**src/rtl/sipo_deser_pkg.sv**
```systemverilog
`default_nettype none
// ============================================================================
// Module      : sipo_deser_pkg
// Description : Shared types and elaboration helpers for the SIPO deserialiser.
// Revision    : 1.0 - initial release
// ============================================================================
package sipo_deser_pkg;

    typedef enum logic [0:0] {
        FILL  = 1'b0,
        STALL = 1'b1
    } deser_state_e;

    function automatic int calc_beats(input int data_bw, input int lanes);
        return (lanes > 0) ? (data_bw / lanes) : 1;
    endfunction

    function automatic int calc_cnt_bw(input int beats);
        return (beats > 1) ? $clog2(beats) : 1;
    endfunction

    // Bit positions left unfilled when a word is closed after rcvd beats.
    function automatic int calc_pad_bits(input int beats, input int lanes, input int rcvd);
        return (beats - rcvd) * lanes;
    endfunction

endpackage : sipo_deser_pkg
`default_nettype wire

```
**src/rtl/sipo_out_buf.sv**
```systemverilog
`default_nettype none
// ============================================================================
// Module      : sipo_out_buf
// Description : One-entry valid/ready holding register with full-rate drain.
// Revision    : 1.0 - initial release
// ============================================================================
module sipo_out_buf #(
    parameter int WIDTH = 8
) (
    input  logic             clk_i,
    input  logic             reset_n_i,
    input  logic             in_valid_i,
    input  logic [WIDTH-1:0] in_data_i,
    output logic             in_ready_o,
    output logic [WIDTH-1:0] out_data_o,
    output logic             out_valid_o,
    input  logic             out_ready_i
);

    logic [WIDTH-1:0] r_data;
    logic             r_valid;

    // Refill allowed in the same cycle the current entry is drained.
    assign in_ready_o  = !r_valid || out_ready_i;
    assign out_data_o  = r_data;
    assign out_valid_o = r_valid;

    always_ff @(posedge clk_i or negedge reset_n_i) begin
        if (!reset_n_i) begin
            r_data  <= '0;
            r_valid <= 1'b0;
        end else if (in_valid_i && in_ready_o) begin
            r_data  <= in_data_i;
            r_valid <= 1'b1;
        end else if (out_ready_i) begin
            r_valid <= 1'b0;
        end
    end

endmodule : sipo_out_buf
`default_nettype wire

```
**src/rtl/sipo_deser.sv**
```systemverilog
`default_nettype none
// ============================================================================
// Module      : sipo_deser
// Description : LANES-wide serial-in / DATA_BW-wide parallel-out deserialiser
//               with one-word output holding register and overrun flag.
//               SIPO_DESER_FLUSH_EN adds flush_i / dout_cnt_o (partial words).
// Revision    : 1.0 - initial release
// ============================================================================
module sipo_deser
    import sipo_deser_pkg::*;
#(
    parameter int DATA_BW   = 8,
    parameter int LANES     = 1,
    parameter int MSB_FIRST = 0
) (
    input  logic                             clk_i,
    input  logic                             reset_n_i,
    input  logic [LANES-1:0]                 serial_data_i,
    input  logic                             wr_en_i,
    output logic                             serial_ready_o,
`ifdef SIPO_DESER_FLUSH_EN
    input  logic                             flush_i,
    output logic [$clog2(DATA_BW/LANES):0]   dout_cnt_o,
`endif
    output logic [DATA_BW-1:0]               dout_bus_o,
    output logic                             dout_valid_o,
    input  logic                             dout_ready_i,
    output logic                             overrun_o
);

    localparam int c_BEATS  = calc_beats(DATA_BW, LANES);
    localparam int c_CNT_BW = calc_cnt_bw(c_BEATS);
    localparam logic [c_CNT_BW-1:0] c_LAST_CNT = c_CNT_BW'(c_BEATS - 1);

    generate
        if ((LANES < 1) || (LANES > DATA_BW) || ((DATA_BW % LANES) != 0)) begin : g_bad_params
            $error("sipo_deser: DATA_BW must be a positive multiple of LANES");
        end
    endgenerate

    deser_state_e        r_state;
    deser_state_e        w_state_nxt;
    logic [c_CNT_BW-1:0] r_cnt;
    logic [DATA_BW-1:0]  r_sr;
    logic [DATA_BW-1:0]  w_sr_shifted;
    logic [DATA_BW-1:0]  w_word;
    logic                r_overrun;
    logic                w_take;
    logic                w_last;
    logic                w_word_done;
    logic                w_push_valid;
    logic                w_buf_ready;

    assign serial_ready_o = (r_state == FILL);
    assign overrun_o      = r_overrun;
    assign w_take         = wr_en_i && serial_ready_o;
    assign w_last         = w_take && (r_cnt == c_LAST_CNT);

    generate
        if (LANES == DATA_BW) begin : g_full_beat
            assign w_sr_shifted = serial_data_i;
        end else if (MSB_FIRST != 0) begin : g_msb_first
            assign w_sr_shifted = {r_sr[DATA_BW-LANES-1:0], serial_data_i};
        end else begin : g_lsb_first
            assign w_sr_shifted = {serial_data_i, r_sr[DATA_BW-1:LANES]};
        end
    endgenerate

`ifdef SIPO_DESER_FLUSH_EN
    localparam int c_OCNT_BW = $clog2(c_BEATS) + 1;
    localparam int c_BUF_W   = DATA_BW + c_OCNT_BW;

    logic [c_OCNT_BW-1:0] w_rcvd;
    logic [c_OCNT_BW-1:0] r_sr_cnt;
    logic [DATA_BW-1:0]   w_cur;
    logic                 w_flush;
    int                   w_pad;

    assign w_rcvd      = c_OCNT_BW'(r_cnt) + c_OCNT_BW'(w_take);
    assign w_cur       = w_take ? w_sr_shifted : r_sr;
    assign w_flush     = flush_i && (r_state == FILL) && ((r_cnt != '0) || w_take);
    assign w_word_done = w_last || w_flush;

    // Shifting the unreceived beats in as zeros also pushes stale bits out.
    always_comb begin
        w_pad  = calc_pad_bits(c_BEATS, LANES, int'(w_rcvd));
        w_word = w_cur;
        if (MSB_FIRST != 0) begin
            w_word = w_cur << w_pad;
        end else begin
            w_word = w_cur >> w_pad;
        end
    end

    always_ff @(posedge clk_i or negedge reset_n_i) begin
        if (!reset_n_i) begin
            r_sr_cnt <= '0;
        end else if (w_word_done) begin
            r_sr_cnt <= w_rcvd;
        end
    end

    logic [c_BUF_W-1:0] w_push_data;
    logic [c_BUF_W-1:0] w_buf_q;

    assign w_push_data = (r_state == STALL) ? {r_sr_cnt, r_sr} : {w_rcvd, w_word};
    assign dout_bus_o  = w_buf_q[DATA_BW-1:0];
    assign dout_cnt_o  = w_buf_q[c_BUF_W-1:DATA_BW];
`else
    localparam int c_BUF_W = DATA_BW;

    logic [c_BUF_W-1:0] w_push_data;
    logic [c_BUF_W-1:0] w_buf_q;

    assign w_word_done = w_last;
    assign w_word      = w_sr_shifted;
    assign w_push_data = (r_state == STALL) ? r_sr : w_word;
    assign dout_bus_o  = w_buf_q;
`endif

    always_comb begin
        w_state_nxt  = r_state;
        w_push_valid = 1'b0;
        unique case (r_state)
            FILL: begin
                w_push_valid = w_word_done;
                if (w_word_done && !w_buf_ready) begin
                    w_state_nxt = STALL;
                end
            end
            STALL: begin
                w_push_valid = 1'b1;
                if (w_buf_ready) begin
                    w_state_nxt = FILL;
                end
            end
            default: w_state_nxt = FILL;
        endcase
    end

    // A completed word that cannot move on stays parked in r_sr (STALL).
    always_ff @(posedge clk_i or negedge reset_n_i) begin
        if (!reset_n_i) begin
            r_state   <= FILL;
            r_cnt     <= '0;
            r_sr      <= '0;
            r_overrun <= 1'b0;
        end else begin
            r_state <= w_state_nxt;
            if (w_word_done) begin
                r_cnt <= '0;
                r_sr  <= w_word;
            end else if (w_take) begin
                r_cnt <= r_cnt + 1'b1;
                r_sr  <= w_sr_shifted;
            end
            if (wr_en_i && !serial_ready_o) begin
                r_overrun <= 1'b1;
            end
        end
    end

    sipo_out_buf #(
        .WIDTH (c_BUF_W)
    ) u_out_buf (
        .clk_i       (clk_i),
        .reset_n_i   (reset_n_i),
        .in_valid_i  (w_push_valid),
        .in_data_i   (w_push_data),
        .in_ready_o  (w_buf_ready),
        .out_data_o  (w_buf_q),
        .out_valid_o (dout_valid_o),
        .out_ready_i (dout_ready_i)
    );

endmodule : sipo_deser
`default_nettype wire

```
**config.mk**
```make
export PLATFORM = sky130hd
export DESIGN_NAME = sipo_deser
export DESIGN_NICKNAME = d
export VERILOG_FILES = /design/src/rtl/sipo_deser_pkg.sv /design/src/rtl/sipo_out_buf.sv /design/src/rtl/sipo_deser.sv
export SDC_FILE = /design/constraint.sdc
export NUM_CORES = 1
export LEC_CHECK = 0
export BUFFER_PORTS_ARGS = -buffer_cell sky130_fd_sc_hd__buf_2
export CAP_MARGIN = 20
export CORE_MARGIN = 2
export CORE_UTILIZATION = 53
export DETAILED_ROUTE_END_ITERATION = 16
export PLACE_DENSITY = 0.76
export SETUP_SLACK_MARGIN = 0.02
export SYNTH_ARGS = -nofsm -noshare
export SYNTH_HDL_FRONTEND = slang
export SYNTH_SLANG_ARGS = --single-unit
```
**constraint.sdc**
```tcl
create_clock -name clk_i -period 2 [get_ports clk_i]
set_input_delay 0.2 -clock clk_i [delete_from_list [all_inputs] [get_ports clk_i]]
set_output_delay 0.2 -clock clk_i [all_outputs]
set_load 0.005 [all_outputs]
```
=== Word-level counts from Yosys, hierarchy flattened ===
Cells that the tools add are included.
W data, S select, Z words.

* Bitwise operators: 1
* $add $sub $neg: 1
* Reduce and logical (&&, ||, !) cells: 10
* Multiplexer cells: 11
* Equality and inequality tests: 1

{| class="wikitable"
|+ Operators with widths
! operator !! number
|-
| $mux W8 || 3
|-
| $mux W3 || 2
|-
| $logic_and A1 B1 Y1 || 5
|-
| $mux W1 || 4
|-
| $pmux W1 S2 || 2
|-
| $reduce_bool A2 Y1 || 2
|-
| $add A3 B1 Y3 const B || 1
|-
| $eq A3 B3 Y1 const B || 1
|-
| $logic_not A1 Y1 || 2
|-
| $logic_or A1 B1 Y1 || 1
|-
| $not A1 Y1 || 1
|}

* Flip-flop bits (word level): 22
* Word-level logic and storage cells: 30

=== Depth between registers and ports, before layout ===
* Word-level depth: 6
* Depth in mapped cells: 6
* Mapped depth without buffers: 5

=== Modules after synthesis ===
From an unflattened synthesis, not the netlist that was laid out.

* Cells, all modules: 63
* Area, all modules: 1,052.3 um^2

{| class="wikitable"
|+ By module, submodules not included
! module !! cells an instance !! area an instance (um^2) !! instances
|-
| sipo_deser || 43 || 666.9 || 1
|-
| sipo_out_buf || 20 || 385.4 || 1
|}

=== Least setup slack after synthesis ===
OpenSTA, ideal clock, no wires.

* Path type: reg2reg
* From: register r_cnt[0]
* To: register u_out_buf.r_data[0] (netlist: u_out_buf.out_data_o[0])
* Library setup time: 0.125 ns
* Stages on the path, launching flop included: 7
* Slack: 0.447 ns
* Arrival time: 1.428 ns
* Period minus slack after synthesis: 1.553 ns
* Cells stage by stage: dfrtp_1 -> ha_1 -> ha_1 -> a21oi_2 -> nor2b_2 -> buf_6 -> mux2_4

* Cells in the longest elaborated chain, start to end: 4

{| class="wikitable"
|+ RTL lines
! element !! RTL line !! text
|-
| start, declared || sipo_deser.sv:43 || <nowiki>logic [c_CNT_BW-1:0] r_cnt;</nowiki>
|-
| start signal, assigned || sipo_deser.sv:154 || <nowiki>r_cnt <= r_cnt + 1'b1;</nowiki>
|-
| $eq A3 B3 Y1 || sipo_deser.sv:57 || <nowiki>assign w_last = w_take && (r_cnt == c_LAST_CNT);</nowiki>
|-
| $logic_and A1 B1 Y1 || sipo_deser.sv:57 ||
|-
| $pmux W1 S2 || sipo_deser.sv:124 || <nowiki>unique case (r_state)</nowiki>
|-
| $logic_and A1 B1 Y1 || sipo_out_buf.sv:32 || <nowiki>end else if (in_valid_i && in_ready_o) begin</nowiki>
|-
| end signal, assigned || sipo_out_buf.sv:33 || <nowiki>r_data <= in_data_i;</nowiki>
|-
| end, declared || sipo_out_buf.sv:20 || <nowiki>logic [WIDTH-1:0] r_data;</nowiki>
|}

No other way between the ends.
A chain may end at the register's enable or synchronous reset.

=== Worst setup path in the final report ===
* From: register r_cnt[0]
* To: register u_out_buf.r_data[6] (netlist: u_out_buf.out_data_o[6])

Same word-level chain as after synthesis.

==> results.json <==
{
  "outcome": "finished clean",
  "track_usage": 0.165,
  "synth.yosys.warnings": 0,
  "synthesis.nets": 72,
  "synth_sequential_area_ratio": 0.549,
  "io_buffers": 15,
  "core-area_um2": 1750,
  "finalCriticalPeriod_ns": 1.82,
  "globalRouteOverflowTotal": 0,
  "register_area_um2": 551,
  "number_of_global_route_vias_before_repair": 569,
  "cp_common_cell": "ha_1",
  "cp-startpoint": "r_cnt[0]$_DFFE_PN0P_",
  "vdd.ir_drop.worst_mv": 0.742,
  "max-cap-violations": 0,
  "rows": 15,
  "finalCritPeriodShare": 0.909,
  "switching_share": 0.272,
  "layout.core_utilization": 0.649,
  "synthToLayoutAreaGrowth_pct": 13.0,
  "internal-power_uw": 969,
  "power.share.combinational": 0.299,
  "report.final.slew_viol_count": 0,
  "holdCritPathClass": "input pin to register",
  "placement.cell_area_um2": 1090,
  "clock.fmax_ghz": 0.550,
  "ant_nets": 0,
  "crit_buf_inv": 0,
  "floorplan.io_pins": 16,
  "die-width_um": 47.5,
  "worst-endpoint-arrival_ns": 2.01,
  "finalInstanceArea_um2": 1130,
  "clk_root_buffer_cell": "clkbuf_4",
  "multi_input_comb_area_um2": 418,
  "global_route_wire_length_before_repair_um": 2460,
  "num_vias": 559,
  "post_route_setup_tns_ns": 0,
  "tritoncts_num_sinks": 22,
  "gp_congestion": 0.705,
  "finalNetCount": 91,
  "starting_density_of_the_core": 0.574,
  "min_from": "serial_data_i",
  "clk-insertion-delay-late_ns": 0.30,
  "worst_setup_hold_path_clk_slew_ns": 0.11,
  "power_frac_seq": 0.524,
  "worst-slew-pin-transition_ns": 0.617,
  "die_height_um": 47.5,
  "setup.worst_path.start_class": "register",
  "cp_data_required_time_ns": 2.19,
  "clock_tree.buffer_depth": 2,
  "post-route-drc-count": 0,
  "worstReg2RegStart": "r_cnt[0]$_DFFE_PN0P_",
  "timing.critical_path.slowest_stage_cell": "nor2b_2",
  "ys_seq_elements": 22,
  "power.switching_uw": 362,
  "cts_htree_levels": 1,
  "relSlewSlack": 0.587,
  "drive_gt1_frac": 0.422,
  "grt_setup_unrepaired": "false",
  "drt_iter0_markers": 2,
  "syn_area_per_cell_um2": 15.4,
  "post_synth_instance_area_um2": 1000,
  "finalClockSkew_ns": 0.00544,
  "setup.worst_path.end_class": "register",
  "crit_family": "simple AND/OR/NAND/NOR gates",
  "cts_tree": "yes",
  "power.density_nw_per_um2": 1180,
  "p_clk_frac": 0.177,
  "p_leak_uw": 0.000549,
  "grt_max_degree": 23,
  "finalHoldViolCount": 0,
  "count_of_different_cell_masters_after_synthesis": 18,
  "vias_per_cell": 5.18,
  "nFillCells": 146,
  "worst_path_largest_cell_delay_ns": 0.52,
  "timing.final.setup_violations": 0,
  "cts_resized": 0,
  "layout_commonest_cell": "dfrtp_1",
  "route.detailed.wl_per_inst_um": 14.1,
  "antenna_cells_inserted": 0,
  "detail_route.first_pass.iterations": 2,
  "syn-instance-count": 65,
  "cts_made_buffers": 3,
  "maximum_net_fanout_on_the_critical_path": 8,
  "crit_chain": "ha_1 -> ha_1 -> a21oi_2 -> nor2b_2 -> mux2_4",
  "floorplan.die_area_um2": 2250,
  "setup.worst_path.class": "register to register",
  "total_wire_length_after_detailed_routing_um": 1520,
  "highest_count_cells_in_the_layout_ignoring_fill_and_taps": "22 x dfrtp_1, 15 x buf_2, 14 x mux2_1",
  "antenna_found_initial": 0
}
## area by class of cell
| cell class | instances | share of cell area |
|---|---|---|
| Inverter | 1 | 0.00331 |
| Clock buffer | 4 | 0.0320 |
| Timing Repair Buffer | 17 | 0.0818 |
| Tap cell | 25 | 0.0276 |
| Sequential cell | 22 | 0.486 |
| Multi-Input combinational cell | 39 | 0.369 |
## power groups by stage
stage                     combinational [uW]  sequential (uW)  clock, uW
after CTS                                410              699        249
after floorplan                          265              693          0
final                                    398              697        236
after global routing                     448              720        266
after global placement                   387              703          0
after detailed placement                 406              708          0
## Yosys cell counts
cell | count | area [um^2]
a21oi_2 | 1 | 8.76
mux2_1 | 14 | 158
a21o_2 | 1 | 8.76
nand2b_1 | 2 | 12.5
mux2_4 | 8 | 120
ha_1 | 2 | 25.0
nand2b_4 | 1 | 13.8
buf_6 | 2 | 22.5
a21o_1 | 1 | 7.51
nor2b_2 | 1 | 8.76
nor3_1 | 1 | 5.00
dfrtp_1 | 22 | 551
nor2_1 | 1 | 3.75
nand2_1 | 2 | 7.51
mux2_2 | 3 | 33.8
inv_1 | 1 | 3.75
o21ai_0 | 1 | 5.00
buf_4 | 1 | 7.51
## stage by stage
step                total power, uW  hold slack (ns)  instances  setup slack [ns]
finish                         1330            0.120        108             0.182
global route                   1430            0.110        108             0.102
CTS                            1360            0.113        108             0.179
detailed placement             1110            0.186        103             0.183
global placement               1090            0.182        103             0.299
floorplan                       958          -0.0956         65             0.447
## per-layer routing
layer	up-vias	wire length (um)	track usage
li1	268	-	-
met5	-	0	0
met2	11	789	0.284
met1	278	646	0.183
met3	2	73	0.0755
met4	0	12	0.0500
## logic make-up (layout without fill, tap and decap cells)
logic type | Yosys count | count (layout) | synth area share
AOI/OAI and AO/OA | 4 | 4 | 0.0300
adders and majority gates | 2 | 2 | 0.0250
muxes | 25 | 25 | 0.311
buffers and inverters | 4 | 22 | 0.0337
DFF | 22 | 22 | 0.549
and+or+nand+nor | 8 | 8 | 0.0512
## registers in the layout, summed over array words and instances, names as in the netlist
| name | cells |
|---|---|
| r_sr | 8 |
| u_out_buf.out_valid_o | 1 |
| r_cnt | 3 |
| u_out_buf.out_data_o | 8 |
| overrun_o | 1 |
| r_state | 1 |
## worst paths after layout
check | to | depth (start not counted) | slack (ns)
max in group asynchronous | r_sr[2]$_DFFE_PN0P_ | 2 | 1.30
min in group asynchronous | r_sr[3]$_DFFE_PN0P_ | 2 | 0.37
hold / removal | r_sr[7]$_DFFE_PN0P_ | 2 | 0.12
setup reg to reg | u_out_buf.out_data_o[6]$_DFFE_PN0P_ | 5 | 0.18
setup / recovery | u_out_buf.out_data_o[6]$_DFFE_PN0P_ | 5 | 0.18
hold reg to reg | overrun_o$_DFFE_PN0P_ | 1 | 0.47
## what timing repair did
action,4_1_cts,5_1_grt
endpoints found under the setup margin,0,0
buffers inserted,0,0
hold endpoints to repair,22,0
hold buffers,1,0
Note: power is estimated with default switching activity, not from simulation.
